<file path="src/rtl/poci_regfile.sv">
// Config register file with write counter and chip ID, read out MSB-first on poci
// through a two-state byte shifter clocked by the SPI clock.
module poci_regfile #(
    parameter int         NREG      = 16,
    parameter logic [7:0] BASE_ADDR = 8'h01,
    parameter logic [7:0] CHIP_ID   = 8'hA5
) (
    input  logic              sclk,
    input  logic              rstn,
    input  logic [7:0]        addr,
    input  logic [7:0]        wdata,
    input  logic              wr_en,
    input  logic              byte_start,
    output logic              poci,
    output logic              busy,
    output logic              wr_err,
    output logic [8*NREG-1:0] regs_flat
);

    typedef enum logic {
        IDLE  = 1'b0,
        SHIFT = 1'b1
    } state_t;

    localparam logic [7:0] CNT_ADDR = 8'hFE;
    localparam logic [7:0] ID_ADDR  = 8'hFF;

    logic [7:0] regs_q [NREG];
    logic [7:0] regs_d [NREG];
    logic [7:0] wrCnt_q, wrCnt_d;
    logic       wrErr_q, wrErr_d;
    state_t     state_q, state_d;
    logic [7:0] shift_q, shift_d;
    logic [2:0] bitCnt_q, bitCnt_d;

    logic       isId, isCnt, cfgHit;
    logic [8:0] cfgOff;
    logic [7:0] rdata;

    // Read-only addresses take priority so a large BASE_ADDR/NREG can never shadow them.
    assign isId   = (addr == ID_ADDR);
    assign isCnt  = (addr == CNT_ADDR);
    assign cfgOff = {1'b0, addr} - {1'b0, BASE_ADDR};
    assign cfgHit = (addr >= BASE_ADDR) && (cfgOff < 9'(NREG)) && !isId && !isCnt;

    always_comb begin
        rdata = 8'h00;
        if (isId) begin
            rdata = CHIP_ID;
        end else if (isCnt) begin
            rdata = wrCnt_q;
        end else if (cfgHit) begin
            for (int k = 0; k < NREG; k++) begin
                if (cfgOff == 9'(k)) rdata = regs_q[k];
            end
        end
    end

    always_comb begin
        regs_d  = regs_q;
        wrCnt_d = wrCnt_q;
        wrErr_d = wrErr_q;
        if (wr_en) begin
            if (cfgHit) begin
                for (int k = 0; k < NREG; k++) begin
                    if (cfgOff == 9'(k)) regs_d[k] = wdata;
                end
                wrCnt_d = wrCnt_q + 8'd1;
            end else begin
                wrErr_d = 1'b1;
            end
        end
    end

    // rdata comes from the current register state, so a same-edge write is not seen by the load.
    always_comb begin
        state_d  = state_q;
        shift_d  = shift_q;
        bitCnt_d = bitCnt_q;
        if (byte_start) begin
            shift_d  = rdata;
            bitCnt_d = 3'd7;
            state_d  = SHIFT;
        end else if (state_q == SHIFT) begin
            shift_d  = {shift_q[6:0], 1'b0};
            bitCnt_d = bitCnt_q - 3'd1;
            if (bitCnt_q == 3'd0) begin
                bitCnt_d = 3'd0;
                state_d  = IDLE;
            end
        end
    end

    always_ff @(posedge sclk or negedge rstn) begin
        if (!rstn) begin
            for (int k = 0; k < NREG; k++) regs_q[k] <= 8'h00;
            wrCnt_q  <= 8'h00;
            wrErr_q  <= 1'b0;
            state_q  <= IDLE;
            shift_q  <= 8'h00;
            bitCnt_q <= 3'd0;
        end else begin
            regs_q   <= regs_d;
            wrCnt_q  <= wrCnt_d;
            wrErr_q  <= wrErr_d;
            state_q  <= state_d;
            shift_q  <= shift_d;
            bitCnt_q <= bitCnt_d;
        end
    end

    assign busy   = (state_q == SHIFT);
    assign poci   = busy & shift_q[7];
    assign wr_err = wrErr_q;

    for (genvar k = 0; k < NREG; k++) begin : g_flat
        assign regs_flat[8*k +: 8] = regs_q[k];
    end

endmodule

</file>
<file path="config.mk">
export PLATFORM = sky130hd
export DESIGN_NAME = poci_regfile
export DESIGN_NICKNAME = d
export VERILOG_FILES = /design/src/rtl/poci_regfile.sv
export SDC_FILE = /design/constraint.sdc
export NUM_CORES = 1
export LEC_CHECK = 0
export ABC_AREA = 1
export CAP_MARGIN = 20
export CORE_ASPECT_RATIO = 1.75
export CORE_UTILIZATION = 44
export DETAILED_ROUTE_END_ITERATION = 7
export PLACE_DENSITY = 0.73
export SLEW_MARGIN = 20
export SYNTH_ARGS = -nofsm -noshare
export SYNTH_HDL_FRONTEND = slang
export SYNTH_SLANG_ARGS = --single-unit
</file>
<file path="constraint.sdc">
create_clock -name sclk -period 1.3 [get_ports sclk]
set_input_delay 0.195 -clock sclk [delete_from_list [all_inputs] [get_ports sclk]]
set_output_delay 0.195 -clock sclk [all_outputs]
set_load 0.05 [all_outputs]
</file>
; Yosys cells after proc, flatten, opt, wreduce, memory -nomap -nowiden
; Cells that the tools add are included.
[word_totals]
ff_bits = 149
inputBits = 20
out_inout_bits = 131
elab_cells = 98
[op_classes]
add_sub_neg = 3
magnitude_cmp = 2
n_eq_ne = 17
muxes = 27
bitwise = 2
n_reduce_logical = 26
[ops]
columns = op, count
row1 = 8-bit two-way mux, 21
row2 = 9-bit by 4-bit equality test with 1-bit output (second input constant), 8
row3 = 3-bit AND reduction, 16
row4 = 9-bit by 3-bit equality test with 1-bit output (second input constant), 4
row5 = 9-bit by 2-bit equality test with 1-bit output (second input constant), 2
row6 = 8-bit equality test (second input constant), 2
row7 = 9-bit by 1-bit equality test with 1-bit output (second input constant), 1
row8 = 9-bit logical NOT, 1
row9 = 9-bit by 5-bit < comparator with 1-bit output (second input constant), 1
row10 = 3-bit two-way mux, 3
row11 = 8-bit by 1-bit subtractor with 9-bit output (second input constant), 1
row12 = 8-bit by 1-bit adder with 8-bit output (second input constant), 1
row13 = 8-bit by 1-bit >= comparator with 1-bit output (second input constant), 1
row14 = 2-bit AND reduction, 2
row15 = 1-bit logical AND, 3
row16 = 3-bit logical NOT, 1
row17 = 1-bit two-way mux, 3
row18 = 3-bit by 1-bit subtractor with 3-bit output (second input constant), 1
row19 = 1-bit logical NOT, 2
row20 = 2-bit nonzero test, 1
row21 = 1-bit AND, 1
row22 = 1-bit NOT, 1

; Depth between registers and ports, before layout
; Gate-level depths: netlist of the first run.
[logic_depth]
depth_word = 22
depth_mapped = 23
ltp_nobuf = 23

; Worst setup path after synthesis of the first run
; OpenSTA, ideal clock, no wires.
[synth_path]
kind = input to register
startpoint = in addr[1]
endpoint = reg shift_q[7]
setup_time_ns = 0.117
t_arrival_ns = 1.782
t_required_ns = 1.183
path_slack_ns = -0.599
stages = 15
path_buffers = 2
path_cell_list = nor2_4 -> nand2_2 -> nand2_1 -> inv_1 -> nor2_2 -> nand2_2 -> buf_6 -> nor2_1 -> inv_1 -> clkbuf_1 -> or2_2 -> nand2_1 -> nand2_1 -> nand2_1 -> nand2_1
[synth_between]
elab_chain_cells = 22
elab_cells_between_ends = 46
cone_classes = 1 x add/sub / 2 x order compare / 17 x eq/ne / 20 x mux / 6 x reduce/logical
[synth_lines]
columns = element, line_no
row1 = "start, declared", 10  ; input logic [7:0] addr,
row2 = 8-bit by 1-bit subtractor with 9-bit output, 43  ; assign cfgOff = {1'b0, addr} - {1'b0, BASE_ADDR};
row3 = 9-bit logical NOT, 54  ; if (cfgOff == 9'(k)) rdata = regs_q[k];
row4 = 8-bit two-way mux (16 in series), 54
row5 = 8-bit two-way mux, 52  ; end else if (cfgHit) begin
row6 = 8-bit two-way mux, 50  ; end else if (isCnt) begin
row7 = 8-bit two-way mux (*), 48  ; if (isId) begin
row8 = 8-bit two-way mux (*), 80  ; if (byte_start) begin
row9 = "end signal, assigned", 107  ; shift_q <= shift_d;
row10 = "end, declared", 33  ; logic [7:0] shift_q, shift_d;
; Every way passes the cells marked *; elsewhere a longest branch is shown, timed or not.
; A chain may end at the register's enable or synchronous reset.

; Worst setup path in the final report of the first run
[layout_path]
startpoint = in addr[3]
endpoint = reg shift_q[6]
; The elaborated chain is that of the path after synthesis.

==> summary.md, run 1 <==
| Metric | Value |
|---|---|
| Initial Util | roughly 45% |
| Slew headroom | 44.3% |
| RD Place Congestion | about 0.96 |
| Synthesized area per cell | approximately 8 um2 |
| Failing checks | design-rule violations, negative setup slack |
| Worst path arrival time | 3.06 ns |
| Worst skew pair latency | around 0.46 ns |
| Fillers | about 550 |
| Post-synth EDFFs | 0 |
| Vias/cell | between 6 and 7 |
| Top sig layer | met4 |
| N_diodes | 0 |
| Cell Area, Placed | 11600 um2 |
| Synth Register Bits | about 150 |
| Avg WL per Cell | ~30 um |
| Finished Layout Cells | around 1500 |
| DR DRC count | 38 |
| Mapped Area | 7090 um2 |
| WHS | between 0.15 and 0.2 ns |
| Iter 0 DRT Violations | roughly 1400 |
| Leading area contributor after synthesis | dfrtp_1 |
| Initial antenna violation count | 0 |
| I/O pin count | ~150 |
| Routed met3 length | about 6.1 mm |
| Fmax | 0.373 GHz |
| Area growth, synth to finish | 98.5% |
| H-Tree Depth | 4 |
| First-pass iteration count of the detailed router | 8 |
| Top_reg_cell synth | dfrtp_1 |
| Final Instance Area | ~14000 um2 |
| Number of global-route vias before repair | 9898 |
| Sink Count | ~150 |
| Post-layout minimum cycle time | roughly 2.7 ns |
| Util after Layout | about nine tenths |
| # rows | 61 |
| Critical path required time | 1.68 ns |
| Ys Warns | 0 |
| Critical Path Max Stage Delay | approximately 0.32 ns |
| Worst-path cell with the longest stage delay | inv_1 |
| FFs w/ async S/R, synth | 100% |
| Clock transition at path regs | 0.07 ns |
| Clk_skew | 0.0145 ns |
| Slew @ Worst Pin | ~0.83 ns |
| Floorplan die width | between 90 and 100 um |
| List of most frequent post-synthesis cells | nand2_1, dfrtp_1, o21ai_0 |
| Maximum vdd drop | a little over 0.001 V |
| Critical path type | in2reg |
| Share of post-route cells with drive strength above 1 | a little under half |
| Period Utilization, post-route | 206% |
| Reg2Reg Launch Point | regs_flat[30]$_DFFE_PN0P_ |
| Input/output buffers | 150 |
| Syn Nets | roughly 930 |
| Nets | between 1000 and 1500 |
| Largest net degree at the start of global routing | 44 |
| Hold Crit Class | in2async |
| Routed Antenna Nets | 0 |
| Synth area leaders | dfrtp_1, nand2_1, o21ai_0, inv_1, nor2_1 |
| Most numerous cell in the Yosys netlist | nand2_1 |
| Routed via count | ~10000 |
| Leak | 6.55 nW |
| Core area | 15800 um2 |
| Outcome | finished with violations |
| Die height | about 170 um |
| # setup viols final | between 200 and 300 |
| Sequential fraction of the synthesis area | 52.6% |
| Clock tree from TritonCTS | done |
| Crit start category | primary input |
| CTS Buf Count | 17 |
| Worst-path cell chain | buf_4, nor2_4, nand2_4, nand2_4, inv_4, nor2_4, nand2_2, buf_4, buf_12, buf_4, nor2_1, inv_1, nand2_1, inv_1, nand4_1, nand2_1, nand2_1, nand2_1, a21oi_1 |
| FF-to-FF path depth | 12 |
| Grt total ovfl | 0 |
| Fin worst setup slack | -1.38 ns |
| Total Wirelength | 44.5 mm |
| CP Max Fanout | 16 |
| FF-to-FF End | shift_q[6]$_DFFE_PN0P_ |
| Max cap viols | 0 |
| RSZ-0062 raised after global routing | yes |
| WL met1 | 12.7 mm |
| CTS root buf | clkbuf_16 |
| DP HPWL | ~19 mm |
| Most common cell on crit path | nand2_1 |
| DIE AREA | roughly 17000 um2 |
| Placed Instances | about 1400 |
| WL met2 | roughly 20 mm |
| Gate Count Post-Synth | just over 900 |
| Critical Path Sink Type | register |
| Total GRT Usage | a little under half |
| Final Hold Fails | 0 |
| Bufs on Longest Clock Path | 2 |
| R2R Setup Slk | -1.16 ns |
| Final Total Pwr | between 0.01 and 0.015 W |
| Pwr dens | 825 nW/um2 |
| Share of the synthesized area in the top cell type | a little over half |
| Post-synth cell types | 30 |
| Global-route wire length before repair | a little under 60 mm |
| Final Max Slew Viols | 0 |
[cell usage in the layout, fill, tap and decap left out, drive strengths merged, types with 12 or more instances in the layout]
cell type	Yosys	routed
a21oi	12	12
buf	12	379
clkbuf	18	17
dfrtp	149	149
inv	82	93
nand2	324	331
nand3	39	39
nand4	24	24
nor2	71	71
o21ai	137	137
[report_power, final]
| group | total, W | switching, W | internal, W |
|---|---|---|---|
| registers | 0.00487 | 0.000142 | 0.00473 |
| clock network | 0.00536 | 0.00259 | 0.00276 |
| logic | 0.00139 | 0.000849 | 0.000542 |
[metrics by stage]
step | TNS [ns] | setup WS (ns)
detailed placement | -169.47 | -1.71
global route | -106.57 | -1.42
finish | -100.23 | -1.38
CTS | -49.69 | -0.742
global placement | -151.18 | -1.66
floorplan | -54.27 | -0.585
[cell type report]
cell class	count	area (um2)	area share, %
sequential	149	3730	26.5
inverter	84	348	2.47
multi-input combinational	650	3810	27.1
timing repair buffer	391	5330	37.9
clock buffer	17	425	3.02
timing repair inverter	1	16.3	0.116
clock inverter	15	179	1.27
tap	189	236	1.68
[what timing repair did]
item,in CTS,in global routing
gates cloned,11,0
setup buffers,75,19
hold endpoints to repair,149,0
setup endpoints to repair,231,239
resized for setup,328,127
pin swaps,51,54
hold buffers,1,0
[state kept, by name, indices dropped and copies added, names as in the netlist]
signal     count
bitCnt_q       3
busy           1
regs_flat    128
shift_q        8
wrCnt_q        8
wr_err         1
[worst max-delay path: cells and delay by family]
family          cells  cell delay [ns]
simple gates       11             1.60
buf+inv             7             1.08
compound gates      1             0.17
[kinds of logic after synthesis]
kind of cell	after synthesis	share of synthesized area, %
buffers and inverters	114	6.44
AND/OR/NAND/NOR	480	28.6
XOR/XNOR	7	0.865
adder cells (fa/ha/maj)	3	0.529
AO/OA/AOI/OAI	153	11.0
flip-flops	149	52.6
[layer usage]
layer,GRT usage [%],up-vias
met1,48.9,4613
met5,0,-
li1,-,3701
met4,42.5,0
met3,15.9,548
met2,78.3,1154
[worst max path at each step]
stage                 start  depth (start not counted)                     end  slack [ns]
floorplan           addr[1]                         22  shift_q[0]$_DFFE_PN0P_       -0.58
global placement    addr[4]                         24  shift_q[2]$_DFFE_PN0P_       -1.66
detailed placement  addr[1]                         22  shift_q[2]$_DFFE_PN0P_       -1.71
CTS                 addr[0]                         20  shift_q[5]$_DFFE_PN0P_       -0.74
global route        addr[3]                         19  shift_q[6]$_DFFE_PN0P_       -1.42
finish              addr[3]                         19  shift_q[6]$_DFFE_PN0P_       -1.38
(Power assumes the default switching activity.)
==> run 2, diff against run 1 <==
HOLD_SLACK_MARGIN = 0.02   (was not set)
RECOVER_POWER = 100   (was not set)
==> run 2 against run 1 <==
The flow still finishes with violations (design-rule violations, negative setup slack). Via count rose by 0.17%. Worst setup slack improved by 0.017 ns. Wire length fell by 0.42%. Register-to-register slack improved by 0.02 ns. Largest power group unchanged. Highest routed layer unchanged.
==> summary.md, run 2 (synthesis results as in run 1) <==
| Metric | Value |
|---|---|
| Total Wirelength | 44.3 mm (-0.42%) |
| Max cap viols | 0 (unchanged) |
| Critical path required time | 1.64 ns (-0.04 ns) |
| RSZ-0062 raised after global routing | yes |
| Share of post-route cells with drive strength above 1 | 46.4% (-0.15 points) |
| H-Tree Depth | 4 (unchanged) |
| Routed via count | 10000 (+0.17%) |
| Commonest non-fill, non-tap cell in the layout | nand2_1 |
| Crit start category | primary input |
| WL met1 | 12.8 mm (+0.99%) |
| Hold Crit Class | in2async |
| Core area | 15800 um2 (unchanged) |
| Leak | 6.45 nW (-1.4%) |
| Total GRT Usage | 48.0% (unchanged) |
| Bufs on Longest Clock Path | 2 (unchanged) |
| Fmax | 0.375 GHz (+0.65%) |
| CTS root buf | clkbuf_16 |
| Failing checks | design-rule violations, negative setup slack |
| Critical Path Max Stage Delay | 0.35 ns (+0.03 ns) |
| Area growth, synth to finish | 93.2% |
| Most frequent cells in the layout | nand2_1, dfrtp_1, buf_4 |
| N_diodes | 0 (unchanged) |
| Worst-path cell chain | buf_8, nor2_4, nand2_2, nand2_2, nor2_1, buf_4, nand3_1, inv_1, a21oi_2, nand4_1, nor2_1, nand4_1, nor2_1, nand4_1, nand2_1, nand2_1, nand2_1, nand2_1 |
| FF-to-FF path depth | 12 (unchanged) |
| # rows | 61 (unchanged) |
| Avg WL per Cell | 29.6 um (-0.42%) |
| Nets | 1317 (unchanged) |
| Period Utilization, post-route | 205% (-1.3 points) |
| Outcome | finished with violations |
| Slew @ Worst Pin | 0.853 ns (+0.0179 ns) |
| Vias/cell | 6.71 (+0.17%) |
| Post-layout minimum cycle time | 2.66 ns (-0.0174 ns) |
| Number of global-route vias before repair | 9898 (unchanged) |
| Floorplan die width | 98.0 um (unchanged) |
| Fin worst setup slack | -1.36 ns (+0.0174 ns) |
| RD Place Congestion | 0.956 (unchanged) |
| Worst path arrival time | 3.00 ns (-0.06 ns) |
| Most common cell on crit path | nand2_1 |
| Routed met3 length | 5.77 mm (-5.6%) |
| Largest register FFs | 128 (unchanged) |
| Top sig layer | met4 |
| Initial antenna violation count | 0 (unchanged) |
| Die height | 170 um (unchanged) |
| Critical path type | in2reg |
| Critical Path Sink Type | register |
| DIE AREA | 16600 um2 (unchanged) |
| Final Max Slew Viols | 0 (unchanged) |
| WHS | 0.276 ns (+0.111 ns) |
| Global-route wire length before repair | 58.5 mm (unchanged) |
| WL met2 | 19.9 mm (about the same) |
| Grt total ovfl | 0 (unchanged) |
| DR DRC count | 33 (-13%) |
| Routed Antenna Nets | 0 (unchanged) |
| CP Max Fanout | 5 (-11) |
| Final Hold Fails | 0 (unchanged) |
| Iter 0 DRT Violations | 1335 (-2.1%) |
| I/O pin count | 151 (unchanged) |
| Worst skew pair latency | 0.46 ns (about the same) |
| Largest net degree at the start of global routing | 44 (unchanged) |
| Pwr dens | 844 nW/um2 (+2.3%) |
| DP HPWL | 19.0 mm (unchanged) |
| Dpl ws | -1.71 ns (unchanged) |
| CTS Buf Count | 17 (unchanged) |
| Input/output buffers | 150 (unchanged) |
| Maximum vdd drop | 0.00101 V (-1.1%) |
| Clock tree from TritonCTS | done |
| Slew headroom | 43.1% (-1.2 points) |
| Initial Util | 44.9% (unchanged) |
| Worst-path cell with the longest stage delay | a21oi_2 |
| Clk_skew | 0.0204 ns (+0.00599 ns) |
| First-pass iteration count of the detailed router | 8 (unchanged) |
| Sink Count | 149 (unchanged) |
| Clock transition at path regs | 0.07 ns (about the same) |
| # setup viols final | 253 (+0.40%) |
| Post-Route Setup TNS | -97.90 ns (+2.33 ns) |
## run 2: changes by cell type in the layout (fill, tap and decap cells not counted), moves of 2 or more
cell	before	now
clkbuf_4	0	5
buf_4	109	127
buf_6	114	116
buf_12	150	120
buf_2	0	2
## run 2: final timing paths
| kind | startpoint | to | slack [ns] |
|---|---|---|---|
| setup / recovery | addr[0] | shift_q[7]$_DFFE_PN0P_ | -1.36 |
| hold / removal | rstn | regs_flat[15]$_DFFE_PN0P_ | 0.28 |
| setup reg to reg | regs_flat[15]$_DFFE_PN0P_ | shift_q[7]$_DFFE_PN0P_ | -1.14 |
| hold reg to reg | wrCnt_q[6]$_DFFE_PN0P_ | wrCnt_q[6]$_DFFE_PN0P_ | 0.51 |
| max in group asynchronous | rstn | regs_flat[119]$_DFFE_PN0P_ | 0.18 |
| min in group sclk | wrCnt_q[6]$_DFFE_PN0P_ | wrCnt_q[6]$_DFFE_PN0P_ | 0.51 |
## run 2: where the power goes
| part | internal (W) | switching [W] |
|---|---|---|
| Combinational | 0.000496 | 0.000845 |
| Sequential | 0.00473 | 0.000137 |
| Clock | 0.00277 | 0.00260 |
| Total | 0.00799 | 0.00358 |
## run 2: final cells by class
cell class / count / area (um2)
Multi-Input combinational cell: 650 / 3810
Tap cell: 189 / 236
Timing Repair Buffer: 391 / 4960
Timing Repair inverter: 1 / 16.3
Clock buffer: 17 / 425
Sequential cell: 149 / 3730
Clock inverter: 15 / 179
Inverter: 84 / 348
Fill cell: 615 / 2100
## run 2: critical path, delay by kind of cell
kind | cells | cell delay (ns)
buffers and inverters | 3 | 0.44
and+or+nand+nor | 14 | 2.02
AOI/OAI and AO/OA | 1 | 0.35
## run 2: what timing repair did
action                                  in CTS  in global routing
buffers inserted                            75                 19
pin swaps                                   51                 54
hold buffers                                 1                  0
endpoints found under the setup margin     231                239
endpoints found under the hold margin      149                  0
gates resized for setup                    328                127
cloned                                      11                  0
## run 2: routing by layer
layer / global-route usage (%) / vias up
met5: 0 / -
met4: 42.5 / 0
met3: 15.9 / 541
met2: 78.3 / 1155
met1: 48.9 / 4640
li1: - / 3697
## run 2: per-stage QoR
stage | utilization [%] | cell area [um2] | cells | total power [W]
after detailed placement | 73.2 | 11600 | 1389 | 0.00595
after global routing | 86.7 | 13700 | 1496 | 0.0117
after global placement | 73.2 | 11600 | 1389 | 0.00592
final | 86.7 | 13700 | 1496 | 0.0116
after floorplan | - | 7270 | 906 | 0.00530
after CTS | 85.9 | 13600 | 1479 | 0.0111
==> run 3, diff against run 2 <==
CELL_PAD_IN_SITES_DETAIL_PLACEMENT = 0   (was not set)
CELL_PAD_IN_SITES_GLOBAL_PLACEMENT = 1   (was not set)
CORE_UTILIZATION = 34   (was 44)
PLACE_DENSITY = not set   (was 0.73)
PLACE_DENSITY_LB_ADDON = 0.1   (was not set)
==> run 3 against run 2 <==
The run still ends with design-rule violations, negative setup slack left. Worst setup slack improved by 0.53 ns. Critical path depth increased by 2. Flip-flop and latch count unchanged. Count of clock-buffer cells in the layout increased by 2. Sequential share of layout area decreased by 2.1 points. Die area increased by 29%. Critical endpoint is now shift_q[5]$_DFFE_PN0P_. Utilization decreased by 14 points. Via count decreased by 18%. Combinational power about the same. Wire length decreased by 28%. Highest routed layer unchanged. Clock skew decreased by 0.0067 ns.
==> summary.md, run 3 (synthesis results as in run 1) <==
| Metric | Value |
|---|---|
| Worst-path cell with the longest stage delay | buf_4 |
| WL met2 | 17.8 mm (-11%) |
| Grt total ovfl | 0 (unchanged) |
| Maximum vdd drop | 0.000845 V (-16%) |
| Core area | 20400 um2 (+29%) |
| Initial antenna violation count | 0 (unchanged) |
| Final Max Slew Viols | 0 (unchanged) |
| Period Utilization, post-route | 164% (-41 points) |
| Worst skew pair latency | 0.43 ns (-0.03 ns) |
| FF-to-FF End | shift_q[2]$_DFFE_PN0P_ |
| Floorplan die width | 111 um (+13%) |
| Critical Path Sink Type | register |
| Routed via count | 8228 (-18%) |
| Slew @ Worst Pin | 1.02 ns (+0.171 ns) |
| Hold Crit Start | addr[2] |
| Largest net degree at the start of global routing | 37 (-16%) |
| N_diodes | 0 (unchanged) |
| Post-layout minimum cycle time | 2.13 ns (-0.530 ns) |
| Fin worst setup slack | -0.833 ns (+0.530 ns) |
| R2R Setup Slk | -0.62 ns (+0.52 ns) |
| Number of global-route vias before repair | 7929 (-20%) |
| Die height | 193 um (+14%) |
| Most common cell on crit path | nand2_1 |
| Most frequent cells in the layout | nand2_1, buf_12, dfrtp_1 |
| Share of post-route cells with drive strength above 1 | 53.9% (+7.4 points) |
| Leak | 6.79 nW (+5.2%) |
| I/O pin count | 151 (unchanged) |
| FF-to-FF path depth | 14 (+2) |
| CTS Buf Count | 17 (unchanged) |
| Sink Count | 149 (unchanged) |
| Vias/cell | 5.14 (-23%) |
| # rows | 69 (+13%) |
| RD Place Congestion | 0.884 (-7.5%) |
| Clock tree from TritonCTS | done |
| CP Max Fanout | 4 (-1) |
| Nets | 1363 (+3.5%) |
| Finished Layout Cells | 1601 (+7.0%) |
| Worst path arrival time | 2.46 ns (-0.54 ns) |
| Commonest non-fill, non-tap cell in the layout | nand2_1 |
| RSZ-0062 raised after global routing | yes |
| # setup viols final | 181 (-28%) |
| Initial Util | 34.8% (-10 points) |
| Total Wirelength | 31.7 mm (-28%) |
| Final Hold Fails | 0 (unchanged) |
| DIE AREA | 21500 um2 (+29%) |
| CTS root buf | clkbuf_16 |
| Top sig layer | met4 |
| Outcome | finished with violations |
| Clk_skew | 0.0137 ns (-0.00674 ns) |
| Routed Antenna Nets | 0 (unchanged) |
| Reg2Reg Launch Point | regs_flat[2]$_DFFE_PN0P_ |
| Fillers | 1419 (+130%) |
| Failing checks | design-rule violations, negative setup slack |
| Worst-path cell chain | buf_4, nor2_4, nand3_2, nand2_1, nor2_2, nand2_2, nor2_2, buf_4, nand2_1, nand3_2, a21oi_4, nand4_1, nor2_2, nand4_1, nor2_1, nand4_1, nand2_1, nand2_1, nand2_1, nand2_1 |
| Register area | 3740 um2 (+0.13%) |
| Max cap viols | 0 (unchanged) |
| Util after Layout | 73.1% (-14 points) |
| Area of the multi-input gates | 4180 um2 (+9.6%) |
| Critical path required time | 1.63 ns (about the same) |
| Slew headroom | 31.8% (-11 points) |
| Global-route wire length before repair | 43.8 mm (-25%) |
| Fmax | 0.469 GHz (+25%) |
| Input/output buffers | 150 (unchanged) |
| Critical path type | in2reg |
| H-Tree Depth | 4 (unchanged) |
| Crit start category | primary input |
| Routed met3 length | 1.11 mm (-81%) |
| Critical Path Max Stage Delay | 0.18 ns (-0.17 ns) |
| DP HPWL | 20.3 mm (+6.9%) |
| Post-Route Setup TNS | -67.93 ns (+29.97 ns) |
| Clock transition at path regs | 0.07 ns (about the same) |
| Pwr dens | 748 nW/um2 (-11%) |
| Total GRT Usage | 27.3% (-21 points) |
| Hold Path Stages | 8 |
| DR DRC count | 10 (-70%) |
| Placed Instances | 1464 (+5.4%) |
| Area growth, synth to finish | 110% |
| First-pass iteration count of the detailed router | 7 (-1) |
| Bufs on Longest Clock Path | 2 (unchanged) |
| Iter 0 DRT Violations | 446 (-67%) |
| Worst hold endpoint | regs_flat[97]$_DFFE_PN0P_ |
| Largest register FFs | 128 (unchanged) |
| Avg WL per Cell | 19.8 um (-33%) |
| WL met1 | 10.8 mm (-15%) |
| Hold Crit Class | in2reg |
==> run 3: changes by cell type in the layout (fill, tap and decap cells not counted), sizes merged <==
cell	delta
inv	-6
clkdlybuf4s15	-1
dlygate4sd2	+1
buf	+47
nor2	+1
clkbuf	-4
nand2	+4
clkinv	-1
clkinvlp	+5
==> run 3: layout make-up <==
class	count	area share (%)
Clock buffer	19	2.97
Clock inverter	13	0.924
Inverter	84	2.35
Multi-Input combinational cell	655	28.0
Sequential cell	149	25.1
Tap cell	248	2.08
Timing Repair Buffer	432	38.4
Timing Repair inverter	1	0.109
==> run 3: per-stage QoR <==
stage | worst slack, ns | hold WS [ns] | total power (W) | cell area (um2)
floorplan | -0.585 | -0.101 | 0.00530 | 7270
global placement | -1.68 | 0.124 | 0.00602 | 11800
detailed placement | -1.71 | 0.125 | 0.00603 | 11800
CTS | -0.724 | 0.239 | 0.0110 | 13100
global route | -0.968 | 0.498 | 0.0115 | 14900
finish | -0.833 | 0.451 | 0.0111 | 14900
==> run 3: worst max-delay path, delay by kind of cell <==
kind	cells	cell delay, ns
AND/OR/NAND/NOR	17	1.78
AO/OA/AOI/OAI	1	0.16
buffers and inverters	2	0.31
==> run 3: timing repair <==
action                     4_1_cts  5_1_grt
hold buffers                     1        0
hold endpoints to repair        97        0
buffers inserted                24       96
cloned                          10        7
gates resized for setup        211      375
pin swaps                       43       81
setup endpoints to repair      231      239
==> run 3: power by group <==
group / total (W) / internal (W) / switching, W
registers: 0.00483 / 0.00473 / 0.0000997
logic: 0.00137 / 0.000591 / 0.000774
clock network: 0.00495 / 0.00275 / 0.00220
==> run 3: worst max path at each step <==
stage	start	to	slack (ns)	cells after the start
after CTS	addr[0]	shift_q[1]$_DFFE_PN0P_	-0.72	19
final	addr[3]	shift_q[5]$_DFFE_PN0P_	-0.83	20
after detailed placement	addr[3]	shift_q[5]$_DFFE_PN0P_	-1.71	19
after global placement	addr[1]	shift_q[5]$_DFFE_PN0P_	-1.68	20
after global routing	addr[1]	shift_q[5]$_DFFE_PN0P_	-0.97	19
after floorplan	addr[1]	shift_q[0]$_DFFE_PN0P_	-0.58	22
==> run 3: metal layers <==
| metal | GRT usage, % | vias up |
|---|---|---|
| li1 | - | 3812 |
| met1 | 28.9 | 3986 |
| met2 | 52.6 | 316 |
| met3 | 3.41 | 114 |
| met4 | 14.4 | 0 |
| met5 | 0 | - |
